[src/rtl/wm_packer_pkg.sv]
// Shared types and width helpers for the watermark pixel packer.
// Optional frame checksum is enabled by WM_PACKER_CHECKSUM_EN.
package wm_packer_pkg;

  localparam int AMBA_WORD_DEF  = 16;
  localparam int DATA_DEPTH_DEF = 8;

  function automatic int ppw_f(int aw, int dd);
    return aw / dd;
  endfunction

  function automatic int keep_w_f(int ppw);
    return $clog2(ppw) + 1;
  endfunction

  typedef enum logic [1:0] {
    COLLECT,
    FLUSH,
    DRAIN,
    DONE
  } state_t;

  localparam int KEEP_W_DEF =
    keep_w_f(ppw_f(AMBA_WORD_DEF, DATA_DEPTH_DEF));

  typedef struct packed {
    logic                     last;
    logic [KEEP_W_DEF-1:0]    keep;
    logic [AMBA_WORD_DEF-1:0] data;
  } fifo_entry_t;

endpackage

[src/rtl/wm_sync_fifo.sv]
// Synchronous FIFO with a registered head; a push into a full FIFO
// is accepted only when a pop happens in the same cycle.
module wm_sync_fifo #(
  parameter int W     = 8,
  parameter int DEPTH = 8
) (
  input  logic         clk,
  input  logic         rst,
  input  logic         push_i,
  input  logic [W-1:0] data_i,
  input  logic         pop_i,
  output logic [W-1:0] data_o,
  output logic         full_o,
  output logic         empty_o
);

  localparam int AW = $clog2(DEPTH);

  logic [W-1:0]  mem_q [DEPTH];
  logic [AW-1:0] wr_q;
  logic [AW-1:0] rd_q;
  logic [AW:0]   cnt_q;
  logic          do_push;
  logic          do_pop;

  assign full_o  = (cnt_q == (AW+1)'(DEPTH));
  assign empty_o = (cnt_q == '0);
  assign do_pop  = pop_i && !empty_o;
  assign do_push = push_i && (!full_o || do_pop);
  assign data_o  = empty_o ? '0 : mem_q[rd_q];

  always_ff @(posedge clk) begin
    if (do_push) mem_q[wr_q] <= data_i;
  end

  always_ff @(posedge clk) begin
    if (rst) begin
      wr_q  <= '0;
      rd_q  <= '0;
      cnt_q <= '0;
    end else begin
      if (do_push) wr_q <= wr_q + AW'(1);
      if (do_pop)  rd_q <= rd_q + AW'(1);
      cnt_q <= cnt_q + (AW+1)'(do_push) - (AW+1)'(do_pop);
    end
  end

endmodule

[src/rtl/wm_pixel_packer.sv]
// Packs watermarked pixels into bus words with last/keep framing.
// Define WM_PACKER_CHECKSUM_EN to add the frame_checksum output.
module wm_pixel_packer
  import wm_packer_pkg::*;
#(
  parameter int Amba_Word  = AMBA_WORD_DEF,
  parameter int Data_Depth = DATA_DEPTH_DEF,
  parameter int FIFO_DEPTH = 8,
  parameter int CNT_W      = 16,
  localparam int PPW = ppw_f(Amba_Word, Data_Depth),
  localparam int KW  = keep_w_f(PPW)
) (
  input  logic                  clk,
  input  logic                  rst,
  input  logic                  new_pixel,
  input  logic [Data_Depth-1:0] Pixel_Data,
  input  logic                  Image_Done,
  output logic                  out_valid,
  input  logic                  out_ready,
  output logic [Amba_Word-1:0]  out_data,
  output logic [KW-1:0]         out_keep,
  output logic                  out_last,
  output logic                  frame_done,
  output logic [CNT_W-1:0]      pixel_count,
`ifdef WM_PACKER_CHECKSUM_EN
  output logic [15:0]           frame_checksum,
`endif
  output logic                  overflow
);

  typedef struct packed {
    logic                 last;
    logic [KW-1:0]        keep;
    logic [Amba_Word-1:0] data;
  } entry_t;

  state_t               state_q, state_d;
  logic [KW-1:0]        lane_q, lane_d;
  logic [Amba_Word-1:0] word_q, word_d;
  logic [Amba_Word-1:0] stg_q, stg_d;
  logic                 stg_v_q, stg_v_d;
  logic [CNT_W-1:0]     cnt_q, cnt_d;
  logic                 ovf_q, ovf_d;
  logic                 dempty_q, dempty_d;
  logic                 idone_q;
`ifdef WM_PACKER_CHECKSUM_EN
  logic [15:0]          sum_q, sum_d;
`endif

  entry_t push_e, head;
  logic   push, push_ok, full, empty, hs, rise, take;

  assign hs      = !empty && out_ready;
  assign push_ok = !full || hs;
  assign rise    = Image_Done && !idone_q;

  always_comb begin
    state_d  = state_q;
    lane_d   = lane_q;
    word_d   = word_q;
    stg_d    = stg_q;
    stg_v_d  = stg_v_q;
    cnt_d    = cnt_q;
    ovf_d    = ovf_q;
    dempty_d = dempty_q;
    push     = 1'b0;
    push_e   = '0;
    take     = 1'b0;
`ifdef WM_PACKER_CHECKSUM_EN
    sum_d    = sum_q;
`endif
    unique case (state_q)
      COLLECT: begin
        if (new_pixel) begin
          take = 1'b1;
          if (stg_v_q) begin
            push        = 1'b1;
            push_e.keep = KW'(PPW);
            push_e.data = stg_q;
            stg_v_d     = 1'b0;
          end
          word_d[int'(lane_q)*Data_Depth +: Data_Depth] = Pixel_Data;
          lane_d = lane_q + KW'(1);
          if (lane_d == KW'(PPW)) begin
            stg_d   = word_d;
            stg_v_d = 1'b1;
            word_d  = '0;
            lane_d  = '0;
          end
        end
        if (rise) state_d = FLUSH;
      end
      FLUSH: begin
        // A staged word must precede the partial one, costing a cycle.
        if (lane_q != '0 && stg_v_q) begin
          push        = 1'b1;
          push_e.keep = KW'(PPW);
          push_e.data = stg_q;
          stg_v_d     = 1'b0;
        end else if (lane_q != '0) begin
          push        = 1'b1;
          push_e.last = 1'b1;
          push_e.keep = lane_q;
          push_e.data = word_q;
          lane_d      = '0;
          word_d      = '0;
          dempty_d    = !push_ok;
          state_d     = DRAIN;
        end else if (stg_v_q) begin
          push        = 1'b1;
          push_e.last = 1'b1;
          push_e.keep = KW'(PPW);
          push_e.data = stg_q;
          stg_v_d     = 1'b0;
          dempty_d    = !push_ok;
          state_d     = DRAIN;
        end else begin
          dempty_d = 1'b1;
          state_d  = DRAIN;
        end
      end
      DRAIN: begin
        if (dempty_q ? empty : (hs && head.last)) state_d = DONE;
      end
      DONE: begin
        state_d = COLLECT;
        cnt_d   = '0;
`ifdef WM_PACKER_CHECKSUM_EN
        sum_d   = '0;
`endif
      end
      default: state_d = COLLECT;
    endcase
    if (take) begin
      if (cnt_q != '1) cnt_d = cnt_q + CNT_W'(1);
`ifdef WM_PACKER_CHECKSUM_EN
      sum_d = sum_q + 16'(Pixel_Data);
`endif
    end
    if (new_pixel && state_q != COLLECT) ovf_d = 1'b1;
    if (push && !push_ok) ovf_d = 1'b1;
  end

  // Edge register resets high so a level held through reset is ignored.
  always_ff @(posedge clk) begin
    if (rst) begin
      state_q  <= COLLECT;
      lane_q   <= '0;
      word_q   <= '0;
      stg_q    <= '0;
      stg_v_q  <= 1'b0;
      cnt_q    <= '0;
      ovf_q    <= 1'b0;
      dempty_q <= 1'b0;
      idone_q  <= 1'b1;
`ifdef WM_PACKER_CHECKSUM_EN
      sum_q    <= '0;
`endif
    end else begin
      state_q  <= state_d;
      lane_q   <= lane_d;
      word_q   <= word_d;
      stg_q    <= stg_d;
      stg_v_q  <= stg_v_d;
      cnt_q    <= cnt_d;
      ovf_q    <= ovf_d;
      dempty_q <= dempty_d;
      idone_q  <= Image_Done;
`ifdef WM_PACKER_CHECKSUM_EN
      sum_q    <= sum_d;
`endif
    end
  end

  wm_sync_fifo #(
    .W     ($bits(entry_t)),
    .DEPTH (FIFO_DEPTH)
  ) u_fifo (
    .clk     (clk),
    .rst     (rst),
    .push_i  (push),
    .data_i  (push_e),
    .pop_i   (hs),
    .data_o  (head),
    .full_o  (full),
    .empty_o (empty)
  );

  assign out_valid   = !empty;
  assign out_data    = head.data;
  assign out_keep    = head.keep;
  assign out_last    = head.last;
  assign frame_done  = (state_q == DONE);
  assign pixel_count = cnt_q;
  assign overflow    = ovf_q;
`ifdef WM_PACKER_CHECKSUM_EN
  assign frame_checksum = sum_q;
`endif

endmodule

[config.mk]
export PLATFORM = sky130hd
export DESIGN_NAME = wm_pixel_packer
export DESIGN_NICKNAME = d
export VERILOG_FILES = /design/src/rtl/wm_packer_pkg.sv /design/src/rtl/wm_sync_fifo.sv /design/src/rtl/wm_pixel_packer.sv
export SDC_FILE = /design/constraint.sdc
export NUM_CORES = 1
export LEC_CHECK = 0
export BUFFER_PORTS_ARGS = -buffer_cell sky130_fd_sc_hd__buf_2
export CAP_MARGIN = 20
export CORE_ASPECT_RATIO = 0.6
export CORE_MARGIN = 2
export CORE_UTILIZATION = 45
export DETAILED_ROUTE_END_ITERATION = 7
export GPL_TIMING_DRIVEN = 0
export PLACE_DENSITY = 0.68
export SYNTH_ARGS = -nofsm -noshare
export SYNTH_HDL_FRONTEND = slang
export SYNTH_SLANG_ARGS = --single-unit
[constraint.sdc]
create_clock -name clk -period 10.2 [get_ports clk]
set_input_delay 0.51 -clock clk [delete_from_list [all_inputs] [get_ports clk]]
set_output_delay 0.51 -clock clk [all_outputs]
set_load 0.03 [all_outputs]
======== Yosys cells after proc, flatten, opt, wreduce, memory -nomap -nowiden ========
Memories as Yosys holds them, arrays and structs flattened. A register that Yosys moved wholly into a read port is not among the register bits.
Index checks and enable logic that the tools add are counted.
operators by class
  $add $sub $neg .......................... 7
  equal/unequal tests ..................... 12
  shifts and indexed selects .............. 2
  muxes and demuxes ....................... 48
  bitwise operators ....................... 1
  reductions and logical operators ........ 25
operator list
  kind                                                   count
  2-to-1 mux 16 bit                                      7
  2-to-1 mux 19 bit                                      3
  2-to-1 mux 18 bit                                      3
  one-hot mux 18 bit (2 select lines)                    1
  negator 5 -> 33 bit                                    1
  variable shift 8 x 33 -> 16 bit, first input constant  1
  variable part select 8 x 33 -> 16 bit                  1
  one-hot mux 16 bit (2 select lines)                    1
  2-to-1 mux 1 bit                                       19
  adder 16 x 1 -> 16 bit, second input constant          1
  bitwise mux 16 bit                                     1
  != test 16 bit, second input constant                  1
  2-to-1 mux 2 bit                                       7
  != test 2 bit, second input constant                   5
  AND reduction 3 bit                                    3
  logical AND 1 bit                                      8
  one-hot mux 2 bit (4 select lines)                     1
  nonzero test 2 bit                                     4
  adder 3 x 1 -> 3 bit, second input constant            2
  == test 2 bit, second input constant                   3
  2-to-1 mux 3 bit                                       2
  adder 4 x 1 -> 4 bit                                   1
  == test 4 bit, second input constant                   1
  zero test 1 bit                                        4
  12 further kinds                                       14
word-level totals
  flip-flop bits (word level) ............. 66
  RAM bits ................................ 152
  input port bits ......................... 13
  output and inout bits ................... 38
  word-level logic and storage cells ...... 108
  memories kept ........................... 1
memories
  name          depth  width  read ports  clocked after Yosys merged registers in  wr ports  RTL line            RTL
  u_fifo.mem_q  8      19     1           1                                        1         wm_sync_fifo.sv:19  logic [W-1:0] mem_q [DEPTH];

======== Longest topological paths before layout ========
  depth in word-level cells ............... 8
  depth in mapped cells ................... 13
  depth with buffers taken out ............ 13

======== By module ========
From an unflattened synthesis, not the netlist that was laid out.
second synthesis, totals
  cell total of the unflattened synthesis .. 643
  area, all modules ....................... 9317.7 um2
by module, submodules not included
  module           times used  cells an instance  area each (um2)  seq. area each (um2)
  wm_sync_fifo     1           305                6407.4           4824.6
  wm_pixel_packer  1           338                2910.3           1121.1

======== Least setup slack after synthesis ========
No wires, ideal clock.
  path type ............................... register to register
  start ................................... reg lane_q[0]
  end ..................................... mem u_fifo.mem_q[1][0] (netlist bit) (enable)
  setup time .............................. 0.451 ns
  arrival ................................. 3.506 ns
  required time ........................... 9.749 ns
  path slack .............................. 6.244 ns
  stages on the path, launching flop included .. 9
  buffers on the path ..................... 1
  period minus slack after synthesis ...... 3.956 ns
  cell sequence ........................... dfxtp_1 > clkbuf_1 > inv_1 > ha_1 > ha_1 > nand2b_1 > nand2_1 > nand2b_1 > nor4b_1
between the ends
  cells in the longest elaborated chain, start to end .. 7
  elaborated cells on any way between the ends .. 8
  those cells by class .................... 5 x mux; 3 x reduce/logical
RTL lines
  item                                                   RTL line                                       RTL
  start, declared                                        wm_pixel_packer.sv:38                          logic [KW-1:0] lane_q, lane_d;
  start signal, assigned                                 wm_pixel_packer.sv:161                         lane_q <= lane_d;
  nonzero test 2 bit (*)                                 wm_pixel_packer.sv:95, wm_pixel_packer.sv:100
  2-to-1 mux 1 bit or logical AND 1 bit (tied branches)  wm_pixel_packer.sv:100, wm_pixel_packer.sv:95
  2-to-1 mux 1 bit (*)                                   wm_pixel_packer.sv:95                          if (lane_q != '0 && stg_v_q) begin
  one-hot mux 1 bit (2 select lines) (*)                 wm_pixel_packer.sv:72                          unique case (state_q)
  logical AND 1 bit (*)                                  wm_sync_fifo.sv:29                             assign do_push = push_i && (!full_o || do_pop);
  2-to-1 mux 1 bit (*)                                   wm_sync_fifo.sv:33                             if (do_push) mem_q[wr_q] <= data_i;
  2-to-1 mux 1 bit (implied by the code) (*)             wm_sync_fifo.sv:33
  end, declared                                          wm_sync_fifo.sv:19
Every way passes the cells marked *; elsewhere a longest branch is shown, timed or not.

==> flow_summary_export.csv <==
group,metric,value,unit
route,firstDrtPassIters,5,
route,drt-total-wl,23200,um
route,drc,0,
clock_network,path_clk_slew,0.07,ns
global_route,track_usage,0.206,
setup_path,cp.arrival,4.07,ns
timing,timing.fmax,262,MHz
synth,synthArstFlopShare,0,
clock_network,clockRootBuffer,"clkbuf_16",
timing,max_slew_margin,0.326,
setup_path,reg2regPathDepth,9,
cells_and_area,multi_input_area,0.00338,mm2
job,drv_cap,0,
power_and_ir_drop,irDropWorstVdd,146,uV
floorplanning,die-area,0.0226,mm2
clock_network,post_cts_resized,0,
placement,pre_cts_slack,6.52,ns
synth,synth-main-ff-cell,"edfxtp_1",
cells_and_area,drive_gt1_frac,0.230,
synth,synth_edf_count,152,
route,drt_iter0_markers,660,
global_route,grt_pass1_wl,34700,um
floorplanning,die_x,193,um
power_and_ir_drop,p_leak,0.00371,uW
setup_path,rrSetupSlack,6.38,ns
setup_path,cp-endpoint,"u_fifo.mem_q[6][0]",
timing,finalSetupViolCount,0,
cells_and_area,regArea,0.00595,mm2
hold_path,min_path_type,"in -> reg",
clock_network,cts_buffers,22,
cells_and_area,synthToLayoutAreaGrowth,15.6,%
route,num_vias,6386,
global_route,grt_max_degree,15,
placement,gp_congestion,0.910,
setup_path,critical_path.max_fanout,11,
timing,rsz0062_at_grt,"false",
setup_path,cp-start-kind,"flop",
timing,hold_violations,0,
global_route,grt_antenna_before_repair,0,
setup_path,critPathRequiredTime,10.45,ns
setup_path,end_kind,"flop",
power_and_ir_drop,power_density,240,mW/mm2
setup_path,r2r-end,"u_fifo.mem_q[6][0]",
placement,place_hpwl,16100,um
synth,synth-seq-cells,221,
clock_network,clk_latency,0.51,ns
timing,tns,0,ns
global_route,globalRouteOverflowTotal,0,
clock_network,cts.path.max_buffers,3,
route,vias_per_cell,5.95,
route,antenna_left,0,
synth,synthCells,689,
synth,yosysSeqAreaShare,0.619,
synth,synth.avg_cell_area,13.9,um2
clock_network,h-tree-depth,1,
global_route,grt_pass1_vias,6007,
synth,syn_area,0.00960,mm2
synth,yosys_warnings,0,
clock_network,ctsHoldBuffers,0,
timing,tightest_slew,1.00,ns
route,wl_per_cell,21.6,um
timing,fin_skew,0.00975,ns
cells_and_area,final_nets,812,
status,status,"complete, no violations",
timing,post-route-period-util,0.374,
floorplanning,initial_utilization,0.457,
placement,io_buffers,49,
timing,post-route-min-period,3.82,ns
clock_network,cts_tree,"yes",
setup_path,cp-startpoint,"lane_q[0]",
clock_network,cts_setup_buffers,0,
floorplanning,rows,41,
timing,setup_ws,6.38,ns
floorplanning,core,0.0210,mm2
synth,ys_types,68,
synth,syn-num-nets,723,
cells_and_area,fill_cells,1720,
timing,slew_viol_final,0,
floorplanning,io-pin-count,51,
setup_path,r2r-start,"lane_q[0]",
setup_path,path_class,"reg -> reg",
clock_network,cts.sinks,221,
floorplanning,die_h,117,um
[layout by cell type, fill, tap and decap left out, types with 8 or more instances in the layout]
cell	instances
ha_1	20
buf_2	66
nand3_1	12
o2bb2ai_1	8
nor2_1	74
buf_4	9
inv_1	28
buf_6	10
clkbuf_1	22
edfxtp_1	152
mux2i_1	35
a21oi_1	16
nand4_1	17
nand2b_1	10
nand2_1	26
a22oi_1	14
clkbuf_16	22
mux4_2	38
a22o_1	16
dfxtp_1	69
[critical path: stages, from the launching register on]
cell and delay (ns):
dfxtp_1 0.33, clkbuf_1 0.19, inv_1 0.15, ha_1 0.31, clkbuf_1 0.44, inv_2 0.23, ha_1 0.30, nor3_2 0.54
clkbuf_1 0.52, a22o_1 0.52
[synth_stat cells (2+ instances only)]
cell type | instances | area [um2]
a211oi_1 | 5 | 37.5
o2bb2ai_1 | 8 | 70.1
nor3_2 | 3 | 30.0
or3_1 | 2 | 12.5
nor4b_1 | 3 | 26.3
and3_1 | 5 | 31.3
a221o_1 | 4 | 40.0
nor2_1 | 75 | 282
mux4_2 | 38 | 856
a22o_1 | 16 | 140
a22oi_1 | 14 | 105
nand2b_1 | 10 | 62.6
o21ai_0 | 4 | 20.0
nand2_1 | 26 | 97.6
edfxtp_1 | 152 | 4560
nor3_1 | 6 | 30.0
clkbuf_1 | 18 | 67.6
xor2_1 | 3 | 26.3
mux2i_1 | 35 | 350
and4_1 | 6 | 52.6
buf_4 | 4 | 30.0
nand3b_1 | 4 | 30.0
a21oi_1 | 16 | 80.1
nor4_1 | 4 | 25.0
a31oi_1 | 3 | 18.8
ha_1 | 20 | 250
and4_2 | 3 | 30.0
nand3_1 | 12 | 60.1
a21o_1 | 3 | 22.5
xnor2_1 | 2 | 17.5
inv_1 | 28 | 105
or2_2 | 4 | 25.0
o211ai_1 | 4 | 30.0
o221ai_1 | 4 | 35.0
a311oi_1 | 4 | 35.0
and2_1 | 6 | 37.5
nand4_1 | 17 | 106
buf_2 | 17 | 85.1
o22ai_1 | 4 | 25.0
dfxtp_1 | 69 | 1380
[layer usage]
metal	wire length [um]	vias up	global-route usage
li1	-	2845	-
met3	1770	34	0.0382
met5	0	-	0
met4	304	0	0.0407
met2	10200	280	0.316
met1	10900	3227	0.310
[per-stage QoR]
| step | utilization | cells | total power (uW) | area, um2 | hold slack [ns] |
|---|---|---|---|---|---|
| floorplan | - | 689 | 1650 | 9600 | 0.454 |
| global placement | 0.486 | 1017 | 1840 | 10200 | 0.473 |
| detailed placement | 0.495 | 1032 | 1880 | 10400 | 0.485 |
| CTS | 0.528 | 1072 | 2670 | 11100 | 0.203 |
| global route | 0.529 | 1073 | 2780 | 11100 | 0.206 |
| finish | 0.529 | 1074 | 2660 | 11100 | 0.212 |
[registers in the layout (all words and copies together), names as in the netlist, 3 cells and up, named ones only]
register / cells
u_fifo.mem_q: 152
pixel_count: 16
stg_q: 16
word_q: 16
u_fifo.cnt_q: 4
u_fifo.rd_q: 3
u_fifo.wr_q: 3
[final cells by class]
class / count / share of cell area
clock buffer: 26 / 0.0510
buffer: 41 / 0.0178
clock inverter: 14 / 0.0118
sequential: 221 / 0.536
timing repair buffer: 65 / 0.0367
antenna: 1 / 0.000226
tap: 279 / 0.0315
multi-input combinational: 397 / 0.305
inverter: 30 / 0.0101
[worst min path at each step]
stage / slack [ns] / endpoint / depth (start not counted) / from
floorplan: 0.45 / flop / 2 / u_fifo.rd_q[1]
global placement: 0.47 / stg_q[3] / 2 / stg_q[3]
detailed placement: 0.49 / u_fifo.rd_q[1] / 2 / u_fifo.rd_q[1]
CTS: 0.20 / idone_q / 2 / Image_Done
global route: 0.21 / idone_q / 2 / Image_Done
finish: 0.21 / idone_q / 2 / Image_Done
[logic make-up (layout without fill, tap and decap cells)]
group	Yosys count	after routing	share of synthesized area
mux	73	73	0.126
compound gates	103	103	0.0825
flops	221	221	0.619
buf+inv	71	176	0.0323
fa+ha+maj	21	21	0.0282
simple gates	195	195	0.107
other cells	0	1	0
xor+xnor	5	5	0.00456
[power breakdown]
group	switching (uW)	internal (uW)	leakage, uW
Clock	342	450	0.000339
Sequential	37.0	1010	0.00186
Combinational	532	289	0.00150
Total	911	1750	0.00371
Note: power is estimated with default switching activity, not from simulation.
